==> src/rtl/writeback_unit.sv <==
`default_nettype none
// +--------------------------------------------------------------------------+
// | Module      : writeback_unit                                             |
// | Description : Register-file write port arbiter. Merges ALU results and   |
// |               extended load data; parks colliding ALU results.           |
// | Revision    : 1.0 - initial release                                      |
// +--------------------------------------------------------------------------+
module writeback_unit #(
   parameter int XLEN   = 32,
   parameter int REG_AW = 5
) (
   input  logic              clk,
   input  logic              rst,
   input  logic              alu_valid,
   output logic              alu_ready,
   input  logic [REG_AW-1:0] alu_rd,
   input  logic [XLEN-1:0]   alu_result,
   input  logic              ld_valid,
   input  logic [REG_AW-1:0] ld_rd,
   input  logic [XLEN-1:0]   ld_data,
   input  logic [2:0]        ld_funct3,
   input  logic [1:0]        ld_addr_lo,
   output logic              rf_wr_en,
   output logic [REG_AW-1:0] rf_rd,
   output logic [XLEN-1:0]   rf_result,
   output logic              pend_valid,
   output logic [REG_AW-1:0] pend_rd,
   output logic              ld_err
);

   localparam logic [2:0] c_F3_LB  = 3'd0;
   localparam logic [2:0] c_F3_LH  = 3'd1;
   localparam logic [2:0] c_F3_LW  = 3'd2;
   localparam logic [2:0] c_F3_LBU = 3'd4;
   localparam logic [2:0] c_F3_LHU = 3'd5;

   logic              r_pend_valid;
   logic [REG_AW-1:0] r_pend_rd;
   logic [XLEN-1:0]   r_pend_result;

   logic              w_alu_acc;
   logic              w_alu_keep;
   logic [7:0]        w_byte;
   logic [15:0]       w_half;
   logic [XLEN-1:0]   w_ld_result;
   logic              w_ld_bad;
   logic              w_sel_valid;
   logic [REG_AW-1:0] w_sel_rd;
   logic [XLEN-1:0]   w_sel_result;

   assign alu_ready  = !r_pend_valid;
   assign pend_valid = r_pend_valid;
   assign pend_rd    = r_pend_rd;
   assign w_alu_acc  = alu_valid && alu_ready;
   // rd==0 results are accepted but discarded, so they never occupy the buffer
   assign w_alu_keep = w_alu_acc && (alu_rd != '0);

   assign w_byte = ld_data[8*ld_addr_lo +: 8];
   assign w_half = ld_addr_lo[1] ? ld_data[31:16] : ld_data[15:0];

   always_comb begin
      w_ld_result = '0;
      w_ld_bad    = 1'b0;
      case (ld_funct3)
         c_F3_LB:  w_ld_result = {{(XLEN-8){w_byte[7]}}, w_byte};
         c_F3_LBU: w_ld_result = {{(XLEN-8){1'b0}}, w_byte};
         c_F3_LH: begin
            w_ld_result = {{(XLEN-16){w_half[15]}}, w_half};
            w_ld_bad    = ld_addr_lo[0];
         end
         c_F3_LHU: begin
            w_ld_result = {{(XLEN-16){1'b0}}, w_half};
            w_ld_bad    = ld_addr_lo[0];
         end
         c_F3_LW: begin
            w_ld_result = ld_data;
            w_ld_bad    = (ld_addr_lo != 2'd0);
         end
         default: w_ld_bad = 1'b1;
      endcase
   end

   // Priority: load, then buffered ALU result, then fresh ALU result
   always_comb begin
      w_sel_valid  = 1'b0;
      w_sel_rd     = '0;
      w_sel_result = '0;
      if (ld_valid) begin
         w_sel_valid  = 1'b1;
         w_sel_rd     = ld_rd;
         w_sel_result = w_ld_result;
      end else if (r_pend_valid) begin
         w_sel_valid  = 1'b1;
         w_sel_rd     = r_pend_rd;
         w_sel_result = r_pend_result;
      end else if (w_alu_keep) begin
         w_sel_valid  = 1'b1;
         w_sel_rd     = alu_rd;
         w_sel_result = alu_result;
      end
   end

   always_ff @(posedge clk or posedge rst) begin
      if (rst) begin
         rf_wr_en  <= 1'b0;
         rf_rd     <= '0;
         rf_result <= '0;
         ld_err    <= 1'b0;
      end else begin
         rf_wr_en <= w_sel_valid && (w_sel_rd != '0);
         ld_err   <= ld_valid && w_ld_bad;
         if (w_sel_valid) begin
            rf_rd     <= w_sel_rd;
            rf_result <= w_sel_result;
         end
      end
   end

   always_ff @(posedge clk or posedge rst) begin
      if (rst) begin
         r_pend_valid  <= 1'b0;
         r_pend_rd     <= '0;
         r_pend_result <= '0;
      end else if (ld_valid && w_alu_keep) begin
         r_pend_valid  <= 1'b1;
         r_pend_rd     <= alu_rd;
         r_pend_result <= alu_result;
      end else if (!ld_valid && r_pend_valid) begin
         r_pend_valid  <= 1'b0;
      end
   end

endmodule
`default_nettype wire
==> config.mk <==
export PLATFORM = sky130hd
export DESIGN_NAME = writeback_unit
export DESIGN_NICKNAME = d
export VERILOG_FILES = /design/src/rtl/writeback_unit.sv
export SDC_FILE = /design/constraint.sdc
export NUM_CORES = 1
export LEC_CHECK = 0
export ABC_CLOCK_PERIOD_IN_PS = 3150
export BUFFER_PORTS_ARGS = -buffer_cell sky130_fd_sc_hd__buf_2
export CELL_PAD_IN_SITES_DETAIL_PLACEMENT = 0
export CELL_PAD_IN_SITES_GLOBAL_PLACEMENT = 1
export CORE_UTILIZATION = 40
export CTS_CLUSTER_DIAMETER = 50
export CTS_CLUSTER_SIZE = 24
export DETAILED_ROUTE_END_ITERATION = 8
export GPL_TIMING_DRIVEN = 1
export HOLD_SLACK_MARGIN = 0.08
export PLACE_DENSITY_LB_ADDON = 0.1
export SYNTH_ARGS = -nofsm -noshare
export SYNTH_HDL_FRONTEND = slang
export SYNTH_SLANG_ARGS = --single-unit
export TNS_END_PERCENT = 50
==> constraint.sdc <==
create_clock -name clk -period 3.15 [get_ports clk]
set_input_delay 0 -clock clk [delete_from_list [all_inputs] [get_ports clk]]
set_output_delay 0 -clock clk [all_outputs]
set_load 0.05 [all_outputs]
Word level (Yosys, flattened, before mapping)
Index checks and enable logic that the tools add are counted.
{ "word_totals": {"rom_bits": 0, "inputBits": 83, "ramBits": 0, "elab_cells": 41, "out_inout_bits": 46, "register_bits": 77, "latchBits": 0, "n_memories": 0} }
{ "op_classes": {"eq_ne": 4, "multipliers": 0, "order_cmp": 0, "reduce_logical": 15, "mux": 14, "div": 0, "n_shift": 1, "add_sub_neg": 0, "bitwise": 0} }
{ "ops": {"columns": ["cell", "count"], "rows": [
  ["32-bit case mux with 5 select lines", 1],
  ["32-bit two-way mux", 3],
  ["32-bit by 6-bit variable part select with 8-bit output", 1],
  ["16-bit two-way mux", 1],
  ["5-bit two-way mux", 3],
  ["5-bit nonzero test", 2],
  ["3-bit == test (second input constant)", 2],
  ["1-bit logical AND", 6],
  ["1-bit two-way mux", 5],
  ["2-bit nonzero test", 2],
  ["2-bit OR reduction", 2],
  ["3-bit by 1-bit == test with 1-bit output (second input constant)", 1],
  ["3-bit by 2-bit == test with 1-bit output (second input constant)", 1],
  ["3-bit zero test", 1],
  ["1-bit case mux with 3 select lines", 1],
  ["1-bit zero test", 2]
]} }

Depth between registers and ports, before layout
Gate-level depths: netlist of the first run.
{ "depth": {"ltp_word": 8, "depth_mapped": 7, "ltp_nobuf": 4} }

Least setup slack after synthesis of the first run
No wires, ideal clock.
{ "synth_path": {"path_kind": "register to register", "start": "reg r_pend_valid, in the netlist pend_valid", "end": "reg rf_result[10]", "path_stages_with_launch": 6, "setup_ps": 101, "required_time_ps": 3049, "t_arrival_ps": 1971, "n_path_buf": 2, "slack_ps": 1078, "cell_sequence": "dfrtp_1 > inv_2 > clkbuf_1 > clkbuf_1 > o21ai_0 > o32ai_1"} }
{ "synth_between": {"elab_chain_len": 6, "word_cells_on_any_way": 9} }
{ "synth_rtl": {"columns": ["element", "line", "rtl"], "rows": [
  ["from (decl)", "37", "logic r_pend_valid;"],
  ["from (signal assigned)", "121", "r_pend_valid <= 1'b0;"],
  ["from (signal assigned)", "125", "r_pend_valid <= 1'b1;"],
  ["from (signal assigned)", "129", "r_pend_valid <= 1'b0;"],
  ["1-bit zero test (*)", "51", "assign alu_ready = !r_pend_valid;"],
  ["named net alu_ready", "15", "output logic alu_ready,"],
  ["1-bit logical AND (*)", "54", "assign w_alu_acc = alu_valid && alu_ready;"],
  ["1-bit logical AND (*)", "56", "assign w_alu_keep = w_alu_acc && (alu_rd != '0);"],
  ["32-bit two-way mux / 1-bit two-way mux (equally long branches)", "96", "end else if (w_alu_keep) begin"],
  ["32-bit two-way mux / 1-bit two-way mux (equally long branches)", "92", "end else if (r_pend_valid) begin"],
  ["32-bit two-way mux / 1-bit two-way mux (equally long branches)", "88", "if (ld_valid) begin"],
  ["to (signal assigned)", "114", "rf_result <= w_sel_result;"],
  ["to (decl)", "25", "output logic [XLEN-1:0] rf_result,"]
]} }
Mark *: on every way through the listed nets, which the timed path passes. The rest lies on a longest branch.
A chain may end at the register's enable or synchronous reset.

Worst setup path in the final report of the first run
{ "layout_path": {"start": "in alu_rd[0]", "end": "reg r_pend_result[30]"} }
{ "layout_between": {"elab_chain_len": 3} }
{ "layout_rtl": {"columns": ["element", "line", "rtl"], "rows": [
  ["from (decl)", "16", "input logic [REG_AW-1:0] alu_rd,"],
  ["5-bit nonzero test", "56", null],
  ["1-bit logical AND", "56", null],
  ["1-bit logical AND", "124", "end else if (ld_valid && w_alu_keep) begin"],
  ["to (signal assigned)", "127", "r_pend_result <= alu_result;"],
  ["to (decl)", "39", "logic [XLEN-1:0] r_pend_result;"]
]} }
No other way between the ends.

==> metrics.md, run 1 <==
| Metric | Value |
|---|---|
| Outcome | `complete, no violations` |
| Yosys reg bits | `77` |
| Final worst path period share | `roughly 75%` |
| Clk_skew | `~0.014 ns` |
| Rows | `36` |
| Worst Hold Class | `in -> reg` |
| Crit Path Class | `in -> reg` |
| I/O pin count | `roughly 130` |
| Largest net degree at the start of global routing | `41` |
| Post-synth EDFFs | `0` |
| GP Congestion | `0.8329` |
| Yosys top cell by area | `dfrtp_1` |
| Tot GR Track Use | `24.44%` |
| CTS Root Cell | `clkbuf_8` |
| Cell with the most instances after synthesis | `dfrtp_1` |
| Hold Crit Depth | `4` |
| Via-to-Cell Ratio | `5.554` |
| Clk_lat worst skew | `between 0.3 and 0.4 ns` |
| Endpoint required time on the critical path | `approximately 3.4 ns` |
| Post-synth ARST share | `100.0%` |
| First-pass GRT wire length | `roughly 20000 µm` |
| Initial antenna violation count | `0` |
| Max-slew violation count | `0` |
| Number of buffers added on ports | `around 130` |
| DIE HEIGHT | `a little over 100 µm` |
| Worst vdd ir | `about 240 µV` |
| Syn avg cell area | `12.29 µm²` |
| Final hold viol count | `0` |
| Initial DRT Pass Iterations | `4` |
| DRT iter0 DRCs | `241` |
| Hold Buf Count CTS | `62` |
| Highest clock rate | `around 420 MHz` |
| Least-Margin Pin Slew | `0.9518 ns` |
| H-Tree Depth | `3` |
| YS warnings | `0` |
| WL final | `between 10000 and 15000 µm` |
| Overflow after GRT | `0` |
| Detailed Place HPWL | `8604 µm` |
| # diodes | `0` |
| Pwr dens | `about 520 mW/mm²` |
| Met3 usage | `3.008%` |
| Clk slew on worst S/H paths | `~0.09 ns` |
| Register-to-register setup slack | `between 0.9 and 1 ns` |
| Max_cap viols | `0` |
| Drt wl/cell | `19.72 µm` |
| Mapped Area | `0.004154 mm²` |
| # resized after CTS | `0` |
| CP max FO | `21` |
| Final setup fails | `0` |
| Share of post-route cells with drive strength above 1 | `41.03%` |
| Setup tns final | `0 ns` |
| CTS Buf Count | `9` |
| Final net count | `roughly 600` |
| Area contributors post-synth | `dfrtp_1, mux2_4, mux4_2` |
| # DRC | `0` |
| Die Span X | `103.9 µm` |
| GR Util met2 | `40.19%` |
| # clock sinks | `a little under 80` |
| Post-synthesis sequential area ratio | `between 40% and 50%` |
| Final min period | `~2.4 ns` |
| Met1 GRT Util | `around a third` |
| Core area | `slightly below 0.01 mm²` |
| Via count | `3649` |
| Post-synth net total | `421` |
| Share of the synthesized area in the top cell type | `a little under half` |
| Busiest grt layer | `met2` |
| Worst Path Arrival | `2.62 ns` |
| Post-synth cell types | `42` |
| Antenna-violating nets left | `0` |
| CTS Buffer Depth | `2` |
| Relative slew slack | `around 36%` |
| Setup bufs post-CTS | `0` |
| Worst Reg2Reg Path Length in Cells | `5` |
| RSZ-0062 raised after global routing | `false` |
| Layout area overhead | `37.71%` |
| Worst setup EP type | `register` |
| Vias in the first global route | `3761` |
| Critical Path Source Type | `input port` |
| Mapped Cells | `around 340` |
| CTS tree | `yes` |
| Top cells by count, synth | `dfrtp_1, mux2_4, clkbuf_1` |
| Static leakage | `between 2 and 3 nW` |
| Most used DFF post-synth | `dfrtp_1` |
| Effective utilization at floorplan | `41.92%` |
| Total die area | `0.01080 mm²` |
| Power Total | `roughly 3 mW` |
==> metrics by stage <==
stage / instances / utilization, % / hold WS [ns] / worst slack (ns) / area [µm²]
final: 657 / 57.73 / 0.08946 / 0.7752 / 5720
after global routing: 657 / 57.73 / 0.09616 / 0.6958 / 5720
after CTS: 657 / 57.73 / 0.08485 / 0.7987 / 5720
after detailed placement: 579 / 49.37 / 0.2390 / 0.9666 / 4892
after global placement: 579 / 49.37 / 0.2317 / 1.011 / 4892
after floorplan: 338 / - / 0.1317 / 1.078 / 4154
==> routing by layer <==
layer | up-vias | wire length [µm]
li1 | 1700 | -
met1 | 1789 | 5936
met2 | 143 | 6196
met3 | 17 | 652
met4 | 0 | 169
met5 | - | 0
==> registers in the layout, summed over array words and instances, names as in the netlist <==
| signal | count |
|---|---|
| rf_rd | 5 |
| rf_result | 32 |
| pend_valid | 1 |
| ld_err | 1 |
| pend_rd | 5 |
| r_pend_result | 32 |
| rf_wr_en | 1 |
==> worst max-delay path: stages <==
cell and delay, ns:
dlygate4sd3_1 0.53, buf_2 0.13, nor3_1 0.33, a21o_1 0.20, or2_2 0.62, buf_4 0.44
mux2_1 0.35
==> cell type report <==
cell class | count | area [µm²]
clock buffer | 10 | 137.6
inverter | 7 | 26.28
timing repair buffer | 199 | 1341
fill | 896 | 4189
multi-input combinational | 225 | 2052
clock inverter | 6 | 70.07
sequential | 77 | 1927
tap | 133 | 166.4
==> kinds of logic (layout without fill, tap and decap cells) <==
kind of cell / count (synthesis) / after routing / share of synthesized area (%)
mux: 53 / 53 / 19.13
flops: 77 / 77 / 46.39
compound gates: 94 / 94 / 19.04
buf+inv: 36 / 222 / 4.307
simple gates: 78 / 78 / 11.15
==> path summary, 6_finish.rpt <==
check | startpoint | to
min in group asynchronous | rst | pend_rd[1]$_DFFE_PP0P_
max reg2reg | pend_valid$_DFFE_PP0P_ | pend_rd[3]$_DFFE_PP0P_
max | alu_rd[0] | r_pend_result[30]$_DFFE_PP0P_
min | ld_rd[3] | rf_rd[3]$_DFFE_PP0P_
max in group asynchronous | rst | r_pend_result[26]$_DFFE_PP0P_
min reg2reg | rf_rd[1]$_DFFE_PP0P_ | rf_rd[1]$_DFFE_PP0P_
==> placed cells by master (no fill, tap or decap), types with 2 or more instances in the layout <==
master and count:
buf_2 128, dfrtp_1 77, dlygate4sd3_1 62, mux2_4 28
o32a_1 17, nor3_1 16, and3_1 16, o221a_2 16
a221oi_1 15, o21ai_0 10, clkbuf_8 10, nor2_1 9
nand2_1 9, mux4_2 8, nor3b_1 8, o32ai_1 8
buf_4 8, mux2_1 7, mux2i_1 7, a211oi_1 7
a21o_1 6, nand3b_1 5, a21oi_1 5, nor2b_1 5
inv_1 4, a31oi_1 4, inv_2 3, nand2b_1 3
clkinv_4 3, o21ai_1 2, mux2_2 2
==> report_power, final <==
group	switching (mW)	internal (mW)	leakage, nW
sequential	0.0909	1.14	0.924
combinational	0.555	0.391	1.65
clock	0.410	0.394	0.107
Power figures use the tool's default switching activity.
==> run 2, diff against run 1 <==
--- a/config.mk
+++ b/config.mk
@@ -5,7 +5,7 @@
 export SDC_FILE = /design/constraint.sdc
 export NUM_CORES = 1
 export LEC_CHECK = 0
-export ABC_CLOCK_PERIOD_IN_PS = 3150
+export ABC_CLOCK_PERIOD_IN_PS = 2200
 export BUFFER_PORTS_ARGS = -buffer_cell sky130_fd_sc_hd__buf_2
 export CELL_PAD_IN_SITES_DETAIL_PLACEMENT = 0
 export CELL_PAD_IN_SITES_GLOBAL_PLACEMENT = 1
==> constraint.sdc (replaced) <==
create_clock -name clk -period 2.2 [get_ports clk]
set_input_delay 0 -clock clk [delete_from_list [all_inputs] [get_ports clk]]
set_output_delay 0 -clock clk [all_outputs]
set_load 0.05 [all_outputs]
==> metrics.md, run 2 (synthesized netlist as in run 1, its figures left out) <==
| Metric | Value |
|---|---|
| Max-slew violation count | `0 (unchanged)` |
| H-Tree Depth | `3 (unchanged)` |
| Busiest grt layer | `met2 (unchanged)` |
| Critical Path Source Type | `input port (unchanged)` |
| DRT iter0 DRCs | `294 (was 241)` |
| Via count | `3734 (was 3649)` |
| Hold Crit Depth | `4 (unchanged)` |
| Slowest library cell on the worst path | `dlygate4sd3_1 (was or2_2)` |
| Placed inst area | `0.004907 mm² (was 0.004892 mm²)` |
| Worst setup EP type | `register (unchanged)` |
| Antenna-violating nets left | `0 (unchanged)` |
| Least-Margin Pin Slew | `0.9142 ns (was 0.9518 ns)` |
| Overflow after GRT | `0 (unchanged)` |
| Cell area after layout | `0.005762 mm² (was 0.005720 mm²)` |
| Worst vdd ir | `325.1 µV (was 237.2 µV)` |
| Core area | `0.009910 mm² (unchanged)` |
| Initial antenna violation count | `0 (unchanged)` |
| Relative slew slack | `38.59% (was 36.07%)` |
| Rows | `36 (unchanged)` |
| CP max FO | `5 (was 21)` |
| Max_cap viols | `0 (unchanged)` |
| Setup tns final | `0 ns (unchanged)` |
| Met3 usage | `4.135% (was 3.008%)` |
| Pwr dens | `729.5 mW/mm² (was 521.6 mW/mm²)` |
| Layout fillers | `889 (was 896)` |
| DIE HEIGHT | `103.9 µm (unchanged)` |
| Min-delay src | `ld_rd[4] (was ld_rd[3])` |
| Worst Hold Class | `in -> reg (unchanged)` |
| Layout area overhead | `38.70% (was 37.71%)` |
| Endpoint required time on the critical path | `2.42 ns (was 3.39 ns)` |
| Place WS | `0.3711 ns (was 0.9666 ns)` |
| Register-to-register setup slack | `0.12 ns (was 0.98 ns)` |
| Worst r2r src | `pend_valid$_DFFE_PP0P_ (unchanged)` |
| Final min period | `around 2.1 ns` |
| Effective utilization at floorplan | `41.92% (unchanged)` |
| Clk_skew | `0.01587 ns (was 0.01426 ns)` |
| Crit Path Class | `in -> reg (unchanged)` |
| # DRC | `0 (unchanged)` |
| Clk_lat worst skew | `0.35 ns (about the same)` |
| Worst Reg2Reg Path Length in Cells | `6 (was 5)` |
| Max stage delay on crit path | `0.58 ns (was 0.62 ns)` |
| CTS Buf Count | `9 (unchanged)` |
| Post-route setup slack | `0.09609 ns (was 0.7752 ns)` |
| First-pass GRT wire length | `20470 µm (about the same)` |
| Tot GR Track Use | `24.16% (was 24.44%)` |
| Final setup fails | `0 (unchanged)` |
| Largest net degree at the start of global routing | `78 (was 41)` |
| Worst Path Arrival | `2.32 ns (was 2.62 ns)` |
| Total die area | `0.01080 mm² (unchanged)` |
| Final worst path period share | `a little over nine tenths` |
| Die Span X | `103.9 µm (unchanged)` |
| Met1 GRT Util | `35.05% (was 33.79%)` |
| I/O pin count | `129 (unchanged)` |
| CTS tree | `yes (unchanged)` |
| CTS Root Cell | `clkbuf_8 (unchanged)` |
| Final hold viol count | `0 (unchanged)` |
| Crit-path cells | `dlygate4sd3_1, buf_2, mux4_2, and3b_2, a221oi_2, dlygate4sd3_1, o32ai_1 (was dlygate4sd3_1, buf_2, nor3_1, a21o_1, or2_2, buf_4, mux2_1)` |
| Static leakage | `2.716 nW (was 2.682 nW)` |
| Outcome | `complete, no violations (unchanged)` |
| # clock sinks | `77 (unchanged)` |
| Share of post-route cells with drive strength above 1 | `42.16% (was 41.03%)` |
| # diodes | `0 (unchanged)` |
| Initial DRT Pass Iterations | `7 (was 4)` |
| Drt wl/cell | `19.62 µm (was 19.72 µm)` |
| RSZ-0062 raised after global routing | `false (unchanged)` |
| GR Util met2 | `38.29% (was 40.19%)` |
| Clk slew on worst S/H paths | `0.09 ns (about the same)` |
| Cell mode on critical path | `dlygate4sd3_1` |
| Final net count | `607 (was 602)` |
| Endpoint with the worst hold slack | `rf_rd[4]$_DFFE_PP0P_ (was rf_rd[3]$_DFFE_PP0P_)` |
| WL final | `12990 µm (was 12950 µm)` |
| Worst r2r dst | `pend_rd[3]$_DFFE_PP0P_ (unchanged)` |
| Via-to-Cell Ratio | `5.640 (was 5.554)` |
| Vias in the first global route | `3659 (was 3761)` |
| CTS Buffer Depth | `2 (unchanged)` |
| Detailed Place HPWL | `8606 µm (was 8604 µm)` |
| Largest registers | `r_pend_result (32), rf_result (32) (unchanged)` |
| Number of buffers added on ports | `128 (unchanged)` |
| Most common cell after layout, fill and taps aside | `buf_2 (unchanged)` |
| GP Congestion | `0.7800 (was 0.8329)` |
| Highest clock rate | `about 480 MHz` |
| Power Total | `4.203 mW (was 2.984 mW)` |
| Most frequent cells in the layout | `buf_2, dfrtp_1, dlygate4sd3_1 (unchanged)` |
[run 2: routing by layer]
metal,vias to the layer above,part of all wire [%],wire length (µm)
met3,18,5.3,693
li1,1707,-,-
met2,160,47,6145
met5,-,0,0
met1,1849,46,6011
met4,0,1.1,138
[run 2: where the power goes]
group	switching (mW)	internal (mW)	total [mW]
sequential	0.134	1.64	1.77
combinational	0.799	0.561	1.36
clock	0.565	0.508	1.07
[run 2: how the worst max path moves through the flow]
stage                                      start                   endpoint  slack (ns)  cells after the start
after floorplan           pend_valid$_DFFE_PP0P_  rf_result[10]$_DFFE_PP0P_        0.13                      5
after global placement              ld_funct3[0]   rf_result[5]$_DFFE_PP0P_        0.41                      5
after detailed placement            ld_funct3[0]   rf_result[5]$_DFFE_PP0P_        0.37                      5
after CTS                            ld_data[31]  rf_result[11]$_DFFE_PP0P_        0.02                      7
after global routing                 ld_data[31]  rf_result[13]$_DFFE_PP0P_        0.01                      7
final                                ld_data[31]  rf_result[13]$_DFFE_PP0P_         0.1                      7
[run 2: metrics by stage]
| step | hold slack [ns] | util [%] | std cells |
|---|---|---|---|
| after floorplan | 0.1317 | - | 338 |
| after global placement | 0.1310 | 49.52 | 581 |
| after detailed placement | 0.1321 | 49.52 | 581 |
| after CTS | 0.08550 | 57.75 | 659 |
| after global routing | 0.09944 | 58.14 | 662 |
| final | 0.09395 | 58.14 | 662 |
[run 2: worst max-delay path: cells and delay by family]
family | cells | cell delay [ns]
AOI/OAI and AO/OA | 2 | 0.24
muxes | 1 | 0.52
and+or+nand+nor | 1 | 0.29
buffers and inverters | 3 | 1.27
[run 2: final cells by class]
| cell class | count | area (µm²) | share of cell area, % |
|---|---|---|---|
| inverters | 7 | 26.28 | 0.4560 |
| clock buffers | 12 | 165.2 | 2.866 |
| multi-input cells | 225 | 2066 | 35.85 |
| well taps | 133 | 166.4 | 2.888 |
| clock inverters | 4 | 30.03 | 0.5212 |
| flip-flops and latches | 77 | 1927 | 33.44 |
| repair buffers | 204 | 1381 | 23.97 |
[run 2: repair_timing]
action / in CTS / in global routing
setup endpoints to repair: 0 / 2
hold buffers: 62 / 0
buffers inserted: 0 / 3
resized for setup: 0 / 4
endpoints found under the hold margin: 144 / 0
==> run 3, diff against run 2 <==
--- a/config.mk
+++ b/config.mk
@@ -9,7 +9,7 @@
 export BUFFER_PORTS_ARGS = -buffer_cell sky130_fd_sc_hd__buf_2
 export CELL_PAD_IN_SITES_DETAIL_PLACEMENT = 0
 export CELL_PAD_IN_SITES_GLOBAL_PLACEMENT = 1
-export CORE_UTILIZATION = 40
+export CORE_UTILIZATION = 30
 export CTS_CLUSTER_DIAMETER = 50
 export CTS_CLUSTER_SIZE = 24
 export DETAILED_ROUTE_END_ITERATION = 8
==> metrics.md, run 3 (synthesized netlist as in run 1, its figures left out) <==
| Metric | Value |
|---|---|
| Worst Hold Class | `in -> reg (unchanged)` |
| CTS Buffer Depth | `2 (unchanged)` |
| Outcome | `complete, no violations (unchanged)` |
| Least-Margin Pin Slew | `0.9492 ns (was 0.9142 ns)` |
| GP Congestion | `0.7943 (was 0.7800)` |
| Drt wl/cell | `20.61 µm (was 19.62 µm)` |
| Clk slew on worst S/H paths | `0.06 ns (was 0.09 ns)` |
| First-pass GRT wire length | `22220 µm (was 20470 µm)` |
| Initial antenna violation count | `0 (unchanged)` |
| Rows | `42 (was 36)` |
| Worst r2r src | `pend_valid$_DFFE_PP0P_ (unchanged)` |
| Cell area after layout | `0.005849 mm² (was 0.005762 mm²)` |
| Core area | `0.01335 mm² (was 0.009910 mm²)` |
| Vias in the first global route | `3859 (was 3659)` |
| Most common cell after layout, fill and taps aside | `buf_2 (unchanged)` |
| CP startpoint | `ld_data[31] (unchanged)` |
| Max_cap viols | `0 (unchanged)` |
| WL final | `14470 µm (was 12990 µm)` |
| Initial DRT Pass Iterations | `5 (was 7)` |
| Clk_skew | `0.006790 ns (was 0.01587 ns)` |
| Endpoint required time on the critical path | `2.41 ns (was 2.42 ns)` |
| Final hold viol count | `0 (unchanged)` |
| Clk_lat worst skew | `0.35 ns (about the same)` |
| Effective utilization at floorplan | `31.12% (was 41.92%)` |
| Power Total | `4.564 mW (was 4.203 mW)` |
| Critical Path Source Type | `input port (unchanged)` |
| Pwr dens | `780.2 mW/mm² (was 729.5 mW/mm²)` |
| I/O pin count | `129 (unchanged)` |
| Detailed Place HPWL | `10060 µm (was 8606 µm)` |
| Share of post-route cells with drive strength above 1 | `42.40% (was 42.16%)` |
| Relative slew slack | `36.24% (was 38.59%)` |
| Layout area overhead | `40.81% (was 38.70%)` |
| # DRC | `0 (unchanged)` |
| Via count | `3803 (was 3734)` |
| Total die area | `0.01432 mm² (was 0.01080 mm²)` |
| Antenna-violating nets left | `0 (unchanged)` |
| Min-delay src | `ld_data[26] (was ld_rd[4])` |
| Crit Path Class | `in -> reg (unchanged)` |
| RSZ-0062 raised after global routing | `true (was false)` |
| Placed inst area | `0.004999 mm² (was 0.004907 mm²)` |
| Largest registers | `r_pend_result (32), rf_result (32) (unchanged)` |
| H-Tree Depth | `3 (unchanged)` |
| Overflow after GRT | `0 (unchanged)` |
| CTS Root Cell | `clkbuf_16 (was clkbuf_8)` |
| Final worst path period share | `99.37% (was 95.63%)` |
| Via-to-Cell Ratio | `5.417 (was 5.640)` |
| Number of buffers added on ports | `128 (unchanged)` |
| Worst Path Arrival | `2.40 ns (was 2.32 ns)` |
| DRT iter0 DRCs | `225 (was 294)` |
| Die Span X | `119.7 µm (was 103.9 µm)` |
| Most frequent cells in the layout | `buf_2, dfrtp_1, dlygate4sd3_1 (unchanged)` |
| Final min period | `2.186 ns (was 2.104 ns)` |
| # diodes | `0 (unchanged)` |
| CTS tree | `yes (unchanged)` |
| Final net count | `604 (was 607)` |
| CP max FO | `6 (was 5)` |
| Final setup fails | `0 (unchanged)` |
| Max-slew violation count | `0 (unchanged)` |
| Worst vdd ir | `347.9 µV (was 325.1 µV)` |
| Worst setup EP type | `register (unchanged)` |
| Highest clock rate | `457.4 MHz (was 475.3 MHz)` |
| DIE HEIGHT | `119.7 µm (was 103.9 µm)` |
| Largest net degree at the start of global routing | `39 (was 78)` |
| CTS Buf Count | `9 (unchanged)` |
| Static leakage | `2.738 nW (was 2.716 nW)` |
| Tot GR Track Use | `20.84% (was 24.16%)` |
| # clock sinks | `77 (unchanged)` |
| Layout fillers | `1310 (was 889)` |
[run 3: changes by cell type in the layout (fill, tap and decap cells not counted)]
cell,previous run,this run
clkinv_2,1,3
clkinv_4,1,0
dlygate4sd3_1,61,55
clkbuf_8,12,2
clkbuf_16,0,9
buf_4,13,16
a221oi_2,2,0
clkbuf_1,0,1
a221oi_1,13,15
inv_6,1,0
[run 3: layout make-up]
class / count / area (µm²) / area share (%)
repair buffers: 201 / 1344 / 22.97
clock inverters: 4 / 22.52 / 0.3850
inverters: 7 / 26.28 / 0.4492
flip-flops and latches: 77 / 1927 / 32.94
well taps: 176 / 220.2 / 3.765
clock buffers: 12 / 256.5 / 4.385
multi-input cells: 225 / 2053 / 35.10
[run 3: metrics by stage]
stage | worst slack [ns] | utilization, % | TNS (ns) | hold slack, ns | cells
finish | 0.01387 | 43.82 | 0 | 0.07603 | 702
global route | -0.05479 | 43.82 | -0.1092 | 0.09692 | 702
CTS | 0.02226 | 43.74 | 0 | 0.08203 | 701
detailed placement | 0.3265 | 37.45 | 0 | 0.09760 | 629
global placement | 0.4166 | 37.45 | 0 | 0.09688 | 629
floorplan | 0.1283 | - | 0 | 0.1317 | 338
[run 3: critical path, cell delays in order]
cell           delay (ns)
dlygate4sd3_1        0.52
buf_2                0.15
mux4_2               0.52
and3b_2              0.29
a221oi_1             0.22
dlygate4sd3_1        0.61
o32ai_1              0.08
[run 3: power by group]
| group | switching (mW) | leakage, nW | internal [mW] | total [mW] |
|---|---|---|---|---|
| logic | 0.810 | 1.68 | 0.558 | 1.37 |
| clock network | 0.597 | 0.138 | 0.820 | 1.42 |
| registers | 0.138 | 0.924 | 1.64 | 1.78 |
| total | 1.55 | 2.74 | 3.02 | 4.56 |
[run 3: path summary, 6_finish.rpt]
check	to	cells past startpoint	slack, ns
max	rf_result[14]$_DFFE_PP0P_	7	0.01
min	rf_result[10]$_DFFE_PP0P_	3	0.08
max reg2reg	pend_rd[3]$_DFFE_PP0P_	6	0.13
min reg2reg	rf_rd[1]$_DFFE_PP0P_	1	0.47
max in group asynchronous	ld_err$_DFF_PP0_	4	1.26
min in group asynchronous	rf_rd[0]$_DFFE_PP0P_	3	0.27
[run 3: repair_timing]
action / 4_1_cts / 5_1_grt
endpoints found under the hold margin: 87 / 0
hold buffers: 56 / 0
setup endpoints to repair: 0 / 3
gates resized for setup: 0 / 2
buffers inserted: 0 / 1
[run 3: per-layer routing]
layer  global-route usage [%]  vias up  wire length (µm)
met3                    4.990       19               775
met5                        0        -                 0
met4                    6.719        0               273
li1                         -     1701                 -
met1                    29.68     1935              6841
met2                    30.92      148              6577
